File: config.mk
export PLATFORM = sky130hd
export DESIGN_NAME = inst_prefetch_queue
export DESIGN_NICKNAME = d
export VERILOG_FILES = /design/src/rtl/inst_prefetch_queue.sv
export SDC_FILE = /design/constraint.sdc
export NUM_CORES = 1
export LEC_CHECK = 0
export CORE_UTILIZATION = 60
export DETAILED_ROUTE_END_ITERATION = 10
export PLACE_DENSITY = 0.86
export SLEW_MARGIN = 20
export SYNTH_ARGS = -nofsm -noshare
export SYNTH_HDL_FRONTEND = slang
export SYNTH_SLANG_ARGS = --single-unit
File: constraint.sdc
create_clock -name clk -period 5.85 [get_ports clk]
set_input_delay 0.8775 -clock clk [delete_from_list [all_inputs] [get_ports clk]]
set_output_delay 0.8775 -clock clk [all_outputs]
set_load 0.1 [all_outputs]
File: src/rtl/inst_prefetch_queue.sv
// Instruction prefetch queue: sequential 1-cycle-latency imem reads buffered in a FIFO for the core.
// Optional stall counter output is enabled by defining PREFETCH_STATS_EN.
module inst_prefetch_queue #(
  parameter int unsigned DEPTH    = 4,
  parameter logic [31:0] RESET_PC = 32'h0000_0000,
  parameter logic [31:0] PC_STEP  = 32'd4
) (
  input  logic                     clk,
  input  logic                     rst,
  input  logic                     start,
  input  logic                     halt,
  output logic                     imem_rd_en,
  output logic [31:0]              imem_addr,
  input  logic [31:0]              imem_rdata,
  output logic [31:0]              ins_out,
  output logic [31:0]              ins_pc,
  output logic                     ins_valid,
  input  logic                     ins_ready,
  input  logic                     redirect,
  input  logic [31:0]              redirect_pc,
  output logic [$clog2(DEPTH):0]   count
`ifdef PREFETCH_STATS_EN
  ,
  output logic [15:0]              stall_cnt
`endif
);

  localparam int unsigned PW = $clog2(DEPTH);
  localparam int unsigned CW = PW + 1;

  typedef enum logic [1:0] {S_IDLE, S_FETCH, S_DRAIN} state_t;

  state_t          r_state;
  state_t          w_state_nxt;
  logic [31:0]     r_fetch_pc;
  logic            r_inflight;
  logic [31:0]     r_inflight_pc;
  logic [31:0]     r_q_ins [DEPTH];
  logic [31:0]     r_q_pc  [DEPTH];
  logic [PW-1:0]   r_rd_ptr;
  logic [PW-1:0]   r_wr_ptr;
  logic [CW-1:0]   r_count;
  logic [31:0]     r_hold_ins;
  logic [31:0]     r_hold_pc;
  logic [CW:0]     w_occ;
  logic            w_push;
  logic            w_pop;

  always_comb begin
    w_state_nxt = r_state;
    unique case (r_state)
      S_IDLE:  if (start) w_state_nxt = S_FETCH;
      S_FETCH: if (halt)  w_state_nxt = S_DRAIN;
      S_DRAIN: if (!halt) w_state_nxt = S_FETCH;
      default: w_state_nxt = S_IDLE;
    endcase
  end

  // Credit check counts the in-flight read so a response always finds a free slot.
  always_comb begin
    w_occ      = {1'b0, r_count} + (CW+1)'(r_inflight);
    imem_rd_en = (r_state == S_FETCH) && !halt && !redirect && (w_occ < (CW+1)'(DEPTH));
  end

  assign imem_addr = r_fetch_pc;
  assign count     = r_count;
  assign ins_valid = (r_count != '0);
  assign ins_out   = ins_valid ? r_q_ins[r_rd_ptr] : r_hold_ins;
  assign ins_pc    = ins_valid ? r_q_pc[r_rd_ptr]  : r_hold_pc;
  assign w_push    = r_inflight && !redirect;
  assign w_pop     = ins_valid && ins_ready && !redirect;

  always_ff @(posedge clk) begin
    if (rst) begin
      r_state       <= S_IDLE;
      r_fetch_pc    <= RESET_PC;
      r_inflight    <= 1'b0;
      r_inflight_pc <= '0;
      r_rd_ptr      <= '0;
      r_wr_ptr      <= '0;
      r_count       <= '0;
      r_hold_ins    <= '0;
      r_hold_pc     <= '0;
    end else begin
      r_state       <= w_state_nxt;
      r_inflight    <= imem_rd_en;
      r_inflight_pc <= r_fetch_pc;
      r_hold_ins    <= ins_out;
      r_hold_pc     <= ins_pc;
      if (redirect) begin
        r_fetch_pc <= redirect_pc;
        r_rd_ptr   <= '0;
        r_wr_ptr   <= '0;
        r_count    <= '0;
      end else begin
        if (r_state == S_IDLE && start)
          r_fetch_pc <= RESET_PC;
        else if (imem_rd_en)
          r_fetch_pc <= r_fetch_pc + PC_STEP;
        if (w_push) r_wr_ptr <= r_wr_ptr + PW'(1);
        if (w_pop)  r_rd_ptr <= r_rd_ptr + PW'(1);
        r_count <= r_count + CW'(w_push) - CW'(w_pop);
      end
    end
  end

  // Storage needs no reset: contents are only visible while ins_valid is high.
  always_ff @(posedge clk) begin
    if (!rst && w_push) begin
      r_q_ins[r_wr_ptr] <= imem_rdata;
      r_q_pc[r_wr_ptr]  <= r_inflight_pc;
    end
  end

`ifdef PREFETCH_STATS_EN
  logic [15:0] r_stall_cnt;

  always_ff @(posedge clk) begin
    if (rst)
      r_stall_cnt <= '0;
    else if (r_state == S_FETCH && ins_ready && !ins_valid && r_stall_cnt != '1)
      r_stall_cnt <= r_stall_cnt + 16'd1;
  end

  assign stall_cnt = r_stall_cnt;
`endif

endmodule

==> results.md <==
* Status: complete, no violations
* Starting Density at 61.51%
* Largest net degree at the start of global routing at 69
* Clock Latency Late Sink at 510 ps
* RSZ-0062 raised after global routing: false
* Critical Path AT at 3550 ps
* Most used routing layer: met2
* Routed vias at 8644
* Worst EP required at 4970 ps
* Post-CTS setup buffers at 0
* Met1 Use GR at 31.76%
* Fill count at 1427
* Die X at 160.4 um
* DRT antenna net count at 0
* Drt drc at 0
* Initial antenna violation count at 0
* Final Cycle Share at 75.66%
* Rel. slew slack at 31.09%
* Syn Nets at 1016
* # rows at 57
* Final Instance Area at 18250 sq um
* I/O pins at 171
* CTS max path bufs at 3
* Worst-path clk slew at 60 ps
* Global-route wire length before repair at 47.64 mm
* Dpl cells at 1384
* Top FF cell, synth: edfxtp_1
* Final non-filler cell total at 1456
* Worst stage delay on the critical path at 1000 ps
* Syn Area/Cell at 16.06 sq um
* Synth Register Bits at 396
* GRT Util Overall at 24.03%
* Achievable frequency at 225.9 MHz
* CTS tree: done
* Global route overflow at 0
* Wirelength, routed at 30.17 mm
* CTS resizes at 0
* Type of the most critical hold path: reg2reg
* Routability congestion estimate at 0.8680
* Die height at 160.4 um
* EDFF count, synth at 256
* Leak Pwr at 0.006266 uW
* Max-cap violations at 0
* Layout cells sized above 1 at 18.11%
* Endpoints failing setup at 0
* Crit-path slowest cell: clkdlybuf4s50_1
* CTS H-tree depth at 2
* Yosys warning total at 0
* Drt via density at 5.937
* Placement Cell Area at 17020 sq um
* Final hold vios at 0
* Tmin final at 4426 ps
* Die area at 25720 sq um
* Syn Inst Count at 937
* Setup TNS at 0 ps
* Crit path launch type: register
* VDD IR max at 0.2184 mV
* Met2 usage at 41.05%
* Final #Nets at 1181
* Mean routed wirelength per cell at 20.72 um
* CP Capture Type: output pin
* Post-Synthesis Cell Area at 15050 sq um
* Antenna diodes at 0
* Fin Clk Skew at 13.76 ps
* DPL Wire Length at 17.43 mm
* Total iterations of the first detailed-routing run at 5
* Slew Viols, Final at 0
* Grt met3 use at 4.287%
* Critical setup path kind: reg2out
* Cts hold-fix bufs at 0
* PD cells at 313.0 nW/um^2
* # port buffers at 170
* Critical path cell sequence: buf_12, mux4_2, mux2_2, clkdlybuf4s50_1
* Hold slack at 475.7 ps
* Number of global-route vias before repair at 8826
* Clock Tree Root: clkbuf_16
* Cts bufs inserted at 40
* Worst-Margin Slew at 1034 ps
* Seq/Total Area, Yosys at 69.72%
* Worst path bufs/invs at 2
* Core area at 24460 sq um
* Clk sinks at 396
* DRT iter0 DRCs at 694
* Ys async rst share at 0%
* Worst-path fanout max at 36
* Crit path max-delay family: buffers and inverters
* Area Growth Syn to Fin at 21.30%
* Netlist cell types at 55
-- cell type report --
| cell class | instances | area [sq um] | area share, % |
|---|---|---|---|
| timing repair buffer | 175 | 1744 | 9.556 |
| clock buffer | 60 | 1149 | 6.293 |
| multi-input combinational | 476 | 4322 | 23.68 |
| clock inverter | 12 | 85.08 | 0.4661 |
| inverter | 13 | 50.05 | 0.2742 |
| sequential | 396 | 10500 | 57.51 |
| tap | 324 | 405.4 | 2.221 |
-- metrics by stage --
stage,utilization [%],power (uW),worst slack [ps]
final,74.62,5713,1424
after global routing,74.62,5882,1223
after CTS,74.61,5747,1327
after detailed placement,69.57,3382,1837
after global placement,69.57,3376,1915
after floorplan,-,3266,2197
-- worst reg2reg max path: stages, from the launching register on --
cell and delay, ps:
dfxtp_1 360, nor3_2 230, buf_4 760, nor3b_1 250
ha_1 360, inv_1 50, ha_1 180, fa_1 390
xor2_1 170, nor2_1 50
-- cell usage in the layout (no fill, tap or decap), types with 3 or more instances in the layout --
| master | n |
|---|---|
| clkdlybuf4s50_1 | 168 |
| nand2_1 | 40 |
| xor2_1 | 3 |
| clkinv_2 | 6 |
| o41ai_1 | 4 |
| clkinv_1 | 4 |
| ha_1 | 8 |
| o31ai_1 | 7 |
| a21o_1 | 5 |
| and4_1 | 3 |
| inv_1 | 11 |
| a21oi_1 | 26 |
| a32o_1 | 3 |
| and3_1 | 8 |
| nor3_1 | 7 |
| xnor2_1 | 5 |
| nand4_1 | 9 |
| dfxtp_1 | 138 |
| nor4_1 | 3 |
| mux4_2 | 64 |
| nor2_1 | 36 |
| and2_1 | 68 |
| and3_4 | 4 |
| o21ai_0 | 17 |
| a221oi_1 | 5 |
| nor2b_1 | 27 |
| clkbuf_8 | 3 |
| edfxtp_1 | 256 |
| mux2_2 | 64 |
| nand3_1 | 12 |
| clkbuf_1 | 15 |
| buf_4 | 5 |
| clkbuf_16 | 42 |
| a211oi_1 | 16 |
-- per-layer routing --
metal	up-vias	routed length, um
li1	3905	-
met3	44	2153
met5	-	0
met1	4316	12440
met4	0	591
met2	379	14990
-- report_power, final --
group / switching, uW / total [uW] / internal, uW
clock network: 985 / 2390 / 1400
logic: 204 / 308 / 104
registers: 31.8 / 3020 / 2990
-- cell families (layout without fill, tap and decap cells) --
family,after synthesis,after routing,share of synthesized area (%)
AND/OR/NAND/NOR,228,228,8.240
buffers and inverters,65,260,1.730
AO/OA/AOI/OAI,102,102,4.615
flip-flops,396,396,69.72
multiplexers,129,129,14.44
XOR/XNOR,8,8,0.4657
adder cells (fa/ha/maj),9,9,0.7983
-- cell usage after synthesis, drive strengths merged, types with 2 or more instances --
library cell,instances,area share (%)
o41ai,4,0.23
and2,69,2.9
nand4,10,0.46
a31oi,2,0.083
mux4,64,9.6
mux2,64,4.8
buf,19,0.58
a21oi,26,0.86
nor2b,27,1.1
dfxtp,140,19
edfxtp,256,51
nor3,8,0.27
ha,8,0.67
nand2,40,1.0
a21o,5,0.25
a211o,2,0.12
a221oi,5,0.29
a31o,2,0.12
and4,3,0.17
o21ai,18,0.60
a211oi,16,0.80
nor4,3,0.12
xor2,3,0.17
clkbuf,33,0.82
or4,2,0.10
a32o,3,0.20
nand3,12,0.40
a22oi,2,0.10
xnor2,5,0.29
nor2,36,0.90
inv,13,0.32
or2,2,0.083
and3,12,0.50
o31ai,8,0.43
-- final timing paths --
check | start | to | slack, ps | cells past startpoint
setup / recovery | register | ins_pc[16] | 1420 | 4
hold / removal | r_inflight_pc[20] | r_q_pc[3][20] | 480 | 0
setup reg to reg | count[0] | count[2] | 2950 | 9
hold reg to reg | r_inflight_pc[20] | r_q_pc[3][20] | 480 | 0
-- registers in the layout, indices dropped and copies added (netlist names), named ones only --
signal / flops
r_hold_ins: 32
r_inflight_pc: 32
r_rd_ptr: 2
count: 3
r_hold_pc: 32
r_wr_ptr: 2
r_q_ins: 128
r_state: 2
r_inflight: 1
imem_addr: 32
r_q_pc: 128
(Power assumes the default switching activity.)
